File: src/rtl/credit_pkg.sv
// Shared constants for both ends of the credit link.
// The sender's initial credit count must equal the receiver's buffer depth.
package credit_pkg;

    localparam int unsigned CREDIT_DEFAULT_DEPTH = 4;

    // Bits needed to hold an occupancy value from 0 up to n inclusive.
    function automatic int unsigned cnt_width(input int unsigned n);
        return $clog2(n + 1);
    endfunction

endpackage

File: src/rtl/credit_queue_dpath.sv
// Storage and head/tail pointers for the credit receive queue.
// Pointers wrap explicitly, so depths that are not a power of two work.
module credit_queue_dpath #(
    parameter int unsigned p_msg_nbits   = 32,
    parameter int unsigned p_num_entries = 4
) (
    input  logic                   clk,
    input  logic                   reset,
    input  logic                   i_enq,
    input  logic                   i_deq,
    input  logic [p_msg_nbits-1:0] i_enq_msg,
    output logic [p_msg_nbits-1:0] o_head_msg
);

    localparam int unsigned p_ptr_nbits = $clog2(p_num_entries);
    localparam logic [p_ptr_nbits-1:0] LAST_IDX = p_ptr_nbits'(p_num_entries - 1);

    logic [p_msg_nbits-1:0] r_mem [p_num_entries];
    logic [p_ptr_nbits-1:0] r_head;
    logic [p_ptr_nbits-1:0] r_tail;

    always_ff @(posedge clk or posedge reset) begin
        if (reset) begin
            r_head <= '0;
            r_tail <= '0;
        end else begin
            if (i_enq)
                r_tail <= (r_tail == LAST_IDX) ? '0 : r_tail + p_ptr_nbits'(1);
            if (i_deq)
                r_head <= (r_head == LAST_IDX) ? '0 : r_head + p_ptr_nbits'(1);
        end
    end

    // Storage is deliberately not reset; occupancy alone says what is valid.
    always_ff @(posedge clk) begin
        if (i_enq)
            r_mem[r_tail] <= i_enq_msg;
    end

    assign o_head_msg = r_mem[r_head];

endmodule

File: src/rtl/credit_recv_queue.sv
// Receiver end of a credit-based link: buffers incoming messages without
// backpressure, drains to a val/rdy consumer and returns one credit per dequeue.
module credit_recv_queue
    import credit_pkg::*;
#(
    parameter int unsigned p_msg_nbits   = 32,
    parameter int unsigned p_num_entries = CREDIT_DEFAULT_DEPTH,
    parameter int unsigned p_cnt_nbits   = cnt_width(p_num_entries)
) (
    input  logic                   clk,
    input  logic                   reset,
    input  logic                   recv_val,
    input  logic [p_msg_nbits-1:0] recv_msg,
    output logic                   send_val,
    input  logic                   send_rdy,
    output logic [p_msg_nbits-1:0] send_msg,
    output logic                   credit_ret,
    output logic [p_cnt_nbits-1:0] num_used,
    output logic                   overflow_err
);

    logic [p_cnt_nbits-1:0] r_count;
    logic                   r_credit;
    logic                   r_ovf;

    logic w_full;
    logic w_enq;
    logic w_deq;
    logic w_drop;

    assign w_full = (r_count == p_cnt_nbits'(p_num_entries));
    assign w_deq  = send_val && send_rdy;
    // A full queue still accepts when the head leaves in the same cycle.
    assign w_enq  = recv_val && (!w_full || w_deq);
    assign w_drop = recv_val && w_full && !w_deq;

    always_ff @(posedge clk or posedge reset) begin
        if (reset) begin
            r_count  <= '0;
            r_credit <= 1'b0;
            r_ovf    <= 1'b0;
        end else begin
            case ({w_enq, w_deq})
                2'b10:   r_count <= r_count + p_cnt_nbits'(1);
                2'b01:   r_count <= r_count - p_cnt_nbits'(1);
                default: r_count <= r_count;
            endcase
            r_credit <= w_deq;
            if (w_drop)
                r_ovf <= 1'b1;
        end
    end

    credit_queue_dpath #(
        .p_msg_nbits   (p_msg_nbits),
        .p_num_entries (p_num_entries)
    ) u_dpath (
        .clk        (clk),
        .reset      (reset),
        .i_enq      (w_enq),
        .i_deq      (w_deq),
        .i_enq_msg  (recv_msg),
        .o_head_msg (send_msg)
    );

    assign send_val     = (r_count != '0);
    assign num_used     = r_count;
    assign credit_ret   = r_credit;
    assign overflow_err = r_ovf;

endmodule

File: config.mk
export PLATFORM = sky130hd
export DESIGN_NAME = credit_recv_queue
export DESIGN_NICKNAME = d
export VERILOG_FILES = /design/src/rtl/credit_pkg.sv /design/src/rtl/credit_queue_dpath.sv /design/src/rtl/credit_recv_queue.sv
export SDC_FILE = /design/constraint.sdc
export NUM_CORES = 1
export LEC_CHECK = 0
export ABC_AREA = 1
export CAP_MARGIN = 20
export CORE_MARGIN = 5
export CORE_UTILIZATION = 30
export DETAILED_ROUTE_END_ITERATION = 10
export PLACE_DENSITY = 0.45
export SYNTH_ARGS = -nofsm -noshare
export SYNTH_HDL_FRONTEND = slang
export SYNTH_SLANG_ARGS = --single-unit
File: constraint.sdc
create_clock -name clk -period 3.65 [get_ports clk]
set_input_delay 0.73 -clock clk [delete_from_list [all_inputs] [get_ports clk]]
set_output_delay 0.73 -clock clk [all_outputs]
set_load 0.1 [all_outputs]
Word level (Yosys, flattened, before mapping)
Memories as Yosys holds them, arrays and structs flattened.
Cells that the tools add are included.
{"block": "word_totals", "regBits": 9, "latchBits": 0, "ramBits": 128, "mem_bits_ro": 0, "output_inout_bits": 38, "word_cells": 29, "memories": 1}
{"block": "classes", "addsub": 4, "mul": 0, "div": 0, "order_cmp": 0, "n_eq_ne": 5, "n_shift": 0, "n_mux": 5, "n_bitwise": 0, "n_reduce_logical": 9}
{"name": "u_dpath.r_mem", "depth": 4, "width": 32, "rd": 1, "rd_clocked_by_memory_dff": 0, "wr": 1, "line_no": "credit_queue_dpath.sv:18", "rtl": "logic [p_msg_nbits-1:0] r_mem [p_num_entries];"}
{"op": "$eq 2x2->1 const B", "n": 3}
{"op": "$pmux 3 s2", "n": 1}
{"op": "$add 2x1->2 const B", "n": 2}
{"op": "$logic_and 1x1->1", "n": 4}
{"op": "$mux 2", "n": 2}
{"op": "$add 3x1->3 const B", "n": 1}
{"op": "$eq 3x3->1 const B", "n": 1}
{"op": "$reduce_bool 3->1", "n": 1}
{"op": "$sub 3x1->3 const B", "n": 1}
{"op": "$eq 2x1->1 const B", "n": 1}
{"op": "$logic_not 1->1", "n": 2}
{"op": "$mux 1", "n": 2}
{"op": "$reduce_bool 2->1", "n": 1}
{"op": "$logic_or 1x1->1", "n": 1}

Depth between registers and ports, before layout
Gate-level depths: netlist (run 1).
{"block": "logic_depth", "ltp_word": 6, "depth_mapped": 12, "depth_no_buf": 12}

Hierarchy
A second synthesis (run 1) with hierarchy kept.
{"block": "hier_totals", "cells_unflattened": 568, "hier_area_um2": 5984.5}
{"mod": "credit_queue_dpath", "instances": 1, "cells_per_inst": 533, "area_per_inst_um2": 5675.4, "seq_area_each_um2": 3943.8}
{"mod": "credit_recv_queue", "instances": 1, "cells_per_inst": 35, "area_per_inst_um2": 309.0, "seq_area_each_um2": 125.1}

Worst setup path after synthesis (run 1)
Ideal clock, no wire load.
{"block": "synth_path", "path_kind": "register to register", "from": "register r_count[0], in the netlist num_used[0]", "to": "memory u_dpath.r_mem[0][0], enable pin", "setup_time_ns": 0.421, "arrival_ns": 2.764, "t_required_ns": 3.229, "path_slack_ns": 0.465, "stages_incl_launch_ff": 5, "n_path_buf": 0, "period_less_slack_ns": 3.185, "path_cell_list": "dfrtp_1 > nor2_1 > nand2_1 > nand2_1 > nor2_1"}
{"block": "synth_via", "elab_chain_len": 6, "word_cells_on_any_way": 8, "classes_between": "eq/ne (1); mux (2); reduce/logical (5)"}
{"element": "start, declared", "line_no": "credit_recv_queue.sv:22", "rtl": "logic [p_cnt_nbits-1:0] r_count;"}
{"element": "start signal, assigned", "line_no": "credit_recv_queue.sv:44", "rtl": "2'b10: r_count <= r_count + p_cnt_nbits'(1);"}
{"element": "start signal, assigned", "line_no": "credit_recv_queue.sv:45", "rtl": "2'b01: r_count <= r_count - p_cnt_nbits'(1);"}
{"element": "start signal, assigned", "line_no": "credit_recv_queue.sv:46", "rtl": "default: r_count <= r_count;"}
{"element": "$eq 3x3->1 / $reduce_bool 3->1 (equally long branches)", "line_no": "credit_recv_queue.sv:31, credit_recv_queue.sv:66"}
{"element": "$logic_not 1->1 / $logic_and 1x1->1 (equally long branches)", "line_no": "credit_recv_queue.sv:34, credit_recv_queue.sv:32"}
{"element": "$logic_or 1x1->1 (*)", "line_no": "credit_recv_queue.sv:34", "rtl": "assign w_enq = recv_val && (!w_full || w_deq);"}
{"element": "$logic_and 1x1->1 (*)", "line_no": "credit_recv_queue.sv:34"}
{"element": "$mux 1 (*)", "line_no": "credit_queue_dpath.sv:36", "rtl": "if (i_enq)"}
{"element": "$mux 1 (not written as such) (*)", "line_no": "credit_queue_dpath.sv:37", "rtl": "r_mem[r_tail] <= i_enq_msg;"}
{"element": "end, declared", "line_no": "credit_queue_dpath.sv:18"}
Mark *: on every way between the ends. The rest lies on a longest branch, timed or not.

Final worst setup path (run 1)
{"block": "layout_path", "from": "register u_dpath.r_head[0]", "to": "output send_msg[12]"}
{"block": "layout_via", "elab_chain_len": 1}
{"element": "start, declared", "line_no": "credit_queue_dpath.sv:19", "rtl": "logic [p_ptr_nbits-1:0] r_head;"}
{"element": "start signal, assigned", "line_no": "credit_queue_dpath.sv:30", "rtl": "r_head <= (r_head == LAST_IDX) ? '0 : r_head + p_ptr_nbits'(1);"}
{"element": "$mem_v2 4x32"}
{"element": "end, declared", "line_no": "credit_recv_queue.sv:16", "rtl": "output logic [p_msg_nbits-1:0] send_msg,"}
No other way between the ends.

==> results of run 1 <==
## how the worst max path moves through the flow
| stage | start | endpoint | slack [ns] | cells past startpoint |
|---|---|---|---|---|
| floorplan | num_used[0] | u_dpath.r_mem[0][0] | 0.46 | 4 |
| global placement | send_rdy | num_used[2] | 0.79 | 11 |
| detailed placement | send_rdy | u_dpath.r_mem[3][26] | 0.71 | 6 |
| CTS | u_dpath.r_head[1] | send_msg[29] | 0.47 | 4 |
| global route | u_dpath.r_head[1] | send_msg[21] | 0.34 | 4 |
| finish | u_dpath.r_head[0] | send_msg[12] | 0.53 | 4 |
## per-layer routing
| layer | track usage | share of wire | up-vias |
|---|---|---|---|
| li1 | - | - | 1660 |
| met1 | 0.139 | 0.47 | 1526 |
| met2 | 0.169 | 0.48 | 53 |
| met3 | 0.0436 | 0.047 | 8 |
| met4 | 0.0342 | 0.0096 | 0 |
| met5 | 0 | 0 | - |
## layout by cell type, fill, tap and decap left out
cell type        synthesis  final
a21oi_1                 32     32
buf_4                    4     41
bufinv_16                0      3
clkbuf_1                 2      1
clkbuf_16                0     17
clkdlybuf4s50_1          0     40
clkinv_1                 0      3
clkinv_2                 0      3
clkinv_4                 0      2
clkinvlp_4               0      3
dfrtp_1                  9      7
dfrtp_2                  0      1
dfrtp_4                  0      1
edfxtp_1               128    128
fa_1                     1      1
ha_1                     6      6
inv_1                   79     79
nand2_1                 81     81
nand3_1                  5      5
nand4_1                  1      1
nor2_1                   8      4
nor2_4                   0      4
o211ai_1                32     32
o21ai_0                 33     33
o21bai_1                 1      1
xnor2_1                  1      1
## through the flow
stage | hold slack (ns) | setup slack (ns) | utilization | std cells
after floorplan | 0.492 | 0.465 | - | 438
after global placement | 0.498 | 0.794 | 0.356 | 727
after detailed placement | 0.503 | 0.708 | 0.356 | 727
after CTS | 0.516 | 0.472 | 0.388 | 759
after global routing | 0.537 | 0.343 | 0.388 | 759
final | 0.502 | 0.535 | 0.388 | 759
## kinds of logic (layout without fill, tap and decap cells)
group                      after synthesis  after routing  share of synthesized area
DFF                                    137            137                      0.736
and+or+nand+nor                         95             95                     0.0660
AOI/OAI and AO/OA                       98             98                      0.104
xor gates and xnor gates                 1              1                    0.00158
adders and majority gates                7              7                     0.0172
buffers and inverters                  100            192                     0.0760
## worst register-to-register path, stage by stage, from the launching register on
cell	delay [ns]
dfrtp_1	0.42
nor2_1	0.15
nand2_1	0.12
nand2_1	0.38
ha_1	0.26
inv_1	0.07
fa_1	0.38
nand2_1	0.10
nand3_1	0.08
nand2_1	0.06
nand2_1	0.04
## area by class of cell
cell class	count	area, um2	share of cell area
sequential	137	4070	0.580
multi-input combinational	201	1070	0.153
timing repair buffer	81	708	0.101
clock buffer	18	429	0.0611
inverter	79	297	0.0422
tap	229	287	0.0408
clock inverter	14	156	0.0223
## synthesized netlist by cell type, drive strengths merged, types with 2 or more instances
cell type / n
a21oi: 32
buf: 19
clkbuf: 2
dfrtp: 9
edfxtp: 128
ha: 6
inv: 79
nand2: 81
nand3: 5
nor2: 8
o211ai: 32
o21ai: 33
## registers in the layout (all words and copies together), names as in the netlist
signal	count
u_dpath.r_head	2
u_dpath.r_mem	128
num_used	3
credit_ret	1
u_dpath.r_tail	2
overflow_err	1
==> results_dict.tcl, run 1 <==
set metrics [dict create \
    outcome "finished, final reports clean" \
    crit_chain "buf_4 > o211ai_1 > nand2_1 > buf_4" \
    cts_tree "built" \
    reg2reg_from "num_used[0]" \
    drc 0 \
    ys.flop_type "edfxtp_1" \
    fin_nets 560 \
    ctsLongestPathBuffers 2 \
    cts_resized 0 \
    ys_seq_elements 137 \
    grt_max_degree 90 \
    cts-root-buf "clkbuf_16" \
    antenna_found_initial 0 \
    cts_sinks 137 \
    hpwl_um 6750 \
    row_count 49 \
    grt_overflow 0 \
    rrSetupSlack_ns 1.49 \
    die_w_um 146 \
    synth_warnings 0 \
    async_flop_share 0.0657 \
    r2r_end "num_used[2]" \
    cts_buffers 17 \
    holdPathStages 2 \
    insertion_delay_ns 0.41 \
    io_buffers 73 \
    htree_levels 4 \
    avgSynthCellArea_um2 12.6 \
    hold_end "num_used[2]" \
    synth_cell_types 19 \
    hold_class "reg -> reg" \
    grt_pass1_vias 3241 \
    cp_max_fo 89 \
    crit_required_ns 2.92 \
    antennaDiodeCount 0 \
    crit_top_cell "buf_4" \
    cp_top_family "flip-flops" \
    worstRegToRegCells 10 \
    syn_nets 481 \
    place_area_um2 6440 \
    final.period_utilization 0.854 \
    yosysTopAreaCell "edfxtp_1" \
    critPathMaxStageDelay_ns 0.94 \
    fmax_mhz 321 \
    grt_usage 0.108 \
    fp.dieH_um 146 \
    drtAntennaViolNets 0 \
    synthToLayoutAreaGrowth_pct 27.0 \
    ys_seq_area_frac 0.736 \
    cp_data_arrival_time_ns 2.39 \
    gp_congestion 0.711 \
    path_buf_inv 2 \
    crit_path_end_kind "output pin" \
    netlist_instances 438 \
    syn_area_um2 5530 \
    netlist.area_leader.share 0.695 \
    finalClockSkew_ns 0.0101 \
    cp_slowest_cell "dfrtp_4" \
    viasPerCell 4.28 \
    drv_slew 0 \
    cap_violations 0 \
    num_vias 3247 \
    drt_iter0_drc 136 \
    tns_ns 0 \
    slew_headroom 0.305 \
    hold_viol 0 \
    hold_buffers 0 \
    worst_pin_slew_ns 1.04 \
    detail_route.wl_per_cell_um 14.6 \
    yosys-top-cells-area "edfxtp_1, nand2_1, inv_1" \
    min_period_ns 3.12 \
    path_class "reg -> out" \
    fillerInstances 1691 \
    dieArea_um2 21300 \
    synth_edf_count 128 \
    clkTransAtPathRegs_ns 0.06 \
    final_area_um2 7020 \
    drive_gt1_frac 0.142 \
    drt_wl_total_um 11100 \
    io_pins 74 \
    core_area_um2 18100 \
    finalSetupViolations 0 \
    initial_utilization 0.306 \
    hold_start "num_used[2]" \
    rsz0062_at_grt "false" \
    startpoint_type "flip-flop" \
    grt_pass1_wl_um 17800 \
    postCtsSetupBuffers 0 \
    drt_pass1_iterations 4 \
]
Power of run 1 is left out: the tool's default activity adds up to more than one toggle a clock period on the data nets, which glitch-free logic cannot reach.
==> run 2, diff against run 1 <==
==> constraint.sdc (replaced) <==
create_clock -name clk -period 3.65 [get_ports clk]
set_input_delay 1.095 -clock clk [delete_from_list [all_inputs] [get_ports clk]]
set_output_delay 1.095 -clock clk [all_outputs]
set_load 0.1 [all_outputs]
==> results_dict.tcl, run 2 (synthesis results as in run 1) <==
set metrics [dict create \
    outcome "finished, final reports clean" \
    io_pins 74 \
    core_area_um2 18100 \
    final_area_um2 6990 \
    num_vias 3269 \
    hold_viol 0 \
    grt_overflow 0 \
    grt_pass1_vias 3264 \
    path_class "reg -> out" \
    cp_max_fo 84 \
    antenna_found_initial 0 \
    cts_resized 0 \
    synthToLayoutAreaGrowth_pct 26.4 \
    cts-root-buf "clkbuf_16" \
    drt_pass1_iterations 4 \
    crit_required_ns 2.55 \
    drt_wl_total_um 11200 \
    rrSetupSlack_ns 1.73 \
    crit_path_end_kind "output pin" \
    die_w_um 146 \
    htree_levels 4 \
    cp_data_arrival_time_ns 2.23 \
    startpoint_type "flip-flop" \
    hold_buffers 0 \
    fillerInstances 1746 \
    initial_utilization 0.306 \
    rsz0062_at_grt "false" \
    grt_max_degree 85 \
    cts_buffers 17 \
    cts_tree "built" \
    grt_usage 0.109 \
    most-common-layout-cells "edfxtp_1, nand2_1, inv_1, buf_4, clkdlybuf4s50_1" \
    slew_headroom 0.444 \
    finalSetupViolations 0 \
    final.period_utilization 0.912 \
    cap_violations 0 \
    clkTransAtPathRegs_ns 0.06 \
    drc 0 \
    insertion_delay_ns 0.41 \
    ctsLongestPathBuffers 2 \
    grt_pass1_wl_um 17900 \
    gp_congestion 0.709 \
    cts_sinks 137 \
    final_common_cell "edfxtp_1" \
    dieArea_um2 21300 \
    antennaDiodeCount 0 \
    worst_pin_slew_ns 0.834 \
    drt_iter0_drc 126 \
    dpl_worst_slack_ns 0.742 \
    fin_nets 563 \
    hpwl_um 7070 \
    min_period_ns 3.33 \
    place_area_um2 6470 \
    drv_slew 0 \
    drive_gt1_frac 0.148 \
    detail_route.wl_per_cell_um 14.8 \
    fp.dieH_um 146 \
    regMostFlops "u_dpath.r_mem" \
    postCtsSetupBuffers 0 \
    tns_ns 0 \
    setup_slack_ns 0.322 \
    final_util 0.387 \
    finalClockSkew_ns 0.0126 \
    largest_reg_flops 128 \
    hold_class "reg -> reg" \
    io_buffers 73 \
    row_count 49 \
    drtAntennaViolNets 0 \
    viasPerCell 4.30 \
    fmax_mhz 300 \
]
==> run 2: cell types whose count changed in the layout (fill, tap and decap cells not counted), sizes merged <==
| cell | previous run | this run |
|---|---|---|
| clkinvlp | 3 | 2 |
| clkdlybuf4s50 | 40 | 35 |
| bufinv | 3 | 1 |
| buf | 41 | 49 |
| clkinv | 8 | 7 |
| clkbuf | 18 | 21 |
==> run 2: critical path, cell delays in order (launching register included) <==
cell,delay (ns)
dfrtp_4,0.92
buf_12,0.30
o211ai_1,0.12
nand2_1,0.10
buf_4,0.29
==> run 2: cell type report <==
type,instances,area (um2),share of cell area
Clock inverter,10,80.1,0.0115
Tap cell,229,287,0.0410
Clock buffer,21,440,0.0630
Inverter,79,297,0.0424
Timing Repair Buffer,84,743,0.106
Multi-Input combinational cell,201,1070,0.153
Sequential cell,137,4070,0.583
==> run 2: final timing paths <==
| path | endpoint | cells past startpoint | startpoint |
|---|---|---|---|
| hold reg to reg | overflow_err | 1 | overflow_err |
| setup reg to reg | num_used[1] | 8 | num_used[0] |
| min in group asynchronous | num_used[1] | 2 | reset |
| hold / removal | overflow_err | 1 | overflow_err |
| setup / recovery | send_msg[17] | 4 | u_dpath.r_head[0] |
| max in group asynchronous | u_dpath.r_head[0] | 2 | reset |
==> run 2: through the flow <==
stage	cells	hold WS, ns
CTS	761	0.492
finish	761	0.487
floorplan	438	0.492
detailed placement	730	0.473
global placement	730	0.481
global route	761	0.510
==> run 2: per-layer routing <==
metal	track usage	wire length [um]
met5	0	0
met1	0.140	5150
met4	0.0399	145
met2	0.170	5430
met3	0.0389	516
Power of run 2 is left out for the same reason.
==> variant (config.mk and constraints of run 1) <==
Compare `r_count` against `p_cnt_nbits'(p_num_entries)` with >= in place of ==.
--- a/src/rtl/credit_recv_queue.sv
+++ b/src/rtl/credit_recv_queue.sv
@@ -29,5 +29,5 @@
     logic w_drop;
 
-    assign w_full = (r_count == p_cnt_nbits'(p_num_entries));
+    assign w_full = (r_count >= p_cnt_nbits'(p_num_entries));
     assign w_deq  = send_val && send_rdy;
     // A full queue still accepts when the head leaves in the same cycle.
Check against the original RTL: no difference found for any inputs over 10 cycles, from zero or initial values and one cycle with reset high; that may be too few to reach the edited logic, so the function may still have changed.
==> variant against run 1 <==
- core utilization rose by 0.29 points
- routed wire length rose by 3.3%
- setup slack improved by 0.39 ns
- die area rose by 0.27%
- cell area rose by 0.75%
- sequential cell count did not move
- area after synthesis rose by 0.29%
- final cell count fell by 0.40%
- critical path type unchanged
- critical endpoint is now send_msg[0]
- largest cell class unchanged
Power is left out: the tool's default activity adds up to more than one toggle a clock period on the data nets, which glitch-free logic cannot reach.
==> variant: results (changes against run 1) <==
| Metric | Value |
|---|---|
| First-pass GRT wire length | `18000 um (+0.97%)` |
| Iteration-0 DRC Markers | `171 (+26%)` |
| Synth area leaders | `edfxtp_1 (69%), o211ai_1 (8.7%), nand2_1 (7.4%)` |
| Max-slew headroom | `0.338 (+0.0331)` |
| Met3 usage | `0.0355 (-0.00810)` |
| Met3 wire length | `462 um (-11%)` |
| Routability congestion estimate from global placement | `0.665 (-6.5%)` |
| Nets | `558 (-0.36%)` |
| Via/cell ratio | `4.37 (+2.2%)` |
| GRT met1 Usage | `0.132 (-0.00689)` |
| DPL Wire Length | `6920 um (+2.4%)` |
| Syn Area/Cell | `12.8 um^2 (+0.99%)` |
| GRT Util Overall | `0.111 (+0.00295)` |
| Fraction of layout cells with a size suffix above 1 | `0.146 (+0.00460)` |
| Wl on met1 | `5050 um (-2.8%)` |
| Worst Path Max Fanout | `39 (-56%)` |
| Sequential-to-total area share from yosys stat | `0.733 (-0.00216)` |
| Met2 WL post-DR | `5810 um (+10%)` |
| Dpl cells | `725 (-0.28%)` |
| Pin count of the biggest net entering global routing | `71 (-21%)` |
| Most common library cells after synthesis | `edfxtp_1 (128), nand2_1 (109), inv_1 (79), o211ai_1 (64), buf_2 (18)` |
| Status | `completed` |
| Worst clock skew | `0.0170 ns (+0.00693 ns)` |
| CP max stage delay | `0.59 ns (-0.35 ns)` |
| Initial antenna violation count | `0 (unchanged)` |
| Post-Route WL | `11500 um (+3.3%)` |
| DRT Pass-1 Iters | `4 (unchanged)` |
variant: final cells by class:
type / count / area (um^2)
clock inverter: 13 / 154
sequential: 137 / 4070
tap: 229 / 287
clock buffer: 18 / 429
timing repair buffer: 82 / 728
multi-input combinational: 197 / 1100
inverter: 80 / 300
fill: 1701 / 11000
variant: stage by stage:
| stage | util | setup WS [ns] | hold WS, ns | instance area, um^2 |
|---|---|---|---|---|
| 6_report | 0.391 | 0.925 | 0.475 | 7080 |
| 3_3_place_gp | 0.359 | 0.759 | 0.457 | 6490 |
| 3_5_place_dp | 0.359 | 0.726 | 0.455 | 6490 |
| 4_1_cts | 0.391 | 0.828 | 0.481 | 7080 |
| 2_1_floorplan | - | 0.429 | 0.503 | 5550 |
| 5_1_grt | 0.391 | 0.749 | 0.507 | 7080 |
variant: worst register-to-register path: cells and delay by family (launching register included):
kind            cells  cell delay [ns]
compound gates      1             0.49
fa+ha+maj           2             0.66
buf+inv             2             0.16
flops               1             0.36
simple gates        4             0.27
variant: worst paths after layout:
kind / startpoint / endpoint / slack, ns / cells past startpoint
min: overflow_err / overflow_err / 0.47 / 1
max reg2reg: num_used[2] / num_used[2] / 1.60 / 9
max: u_dpath.r_head[0] / send_msg[0] / 0.93 / 4
min reg2reg: overflow_err / overflow_err / 0.47 / 1
min in group asynchronous: reset / overflow_err / 0.59 / 2
max in group asynchronous: reset / u_dpath.r_head[0] / 2.75 / 2
variant: cells by family (layout without fill, tap and decap cells):
kind of cell	count (synthesis)	after routing	share of synthesized area
and+or+nand+nor	120	120	0.0825
AOI/OAI and AO/OA	69	69	0.0922
xor gates and xnor gates	1	1	0.00158
buffers and inverters	101	193	0.0731
adders and majority gates	7	7	0.0171
DFF	137	137	0.733
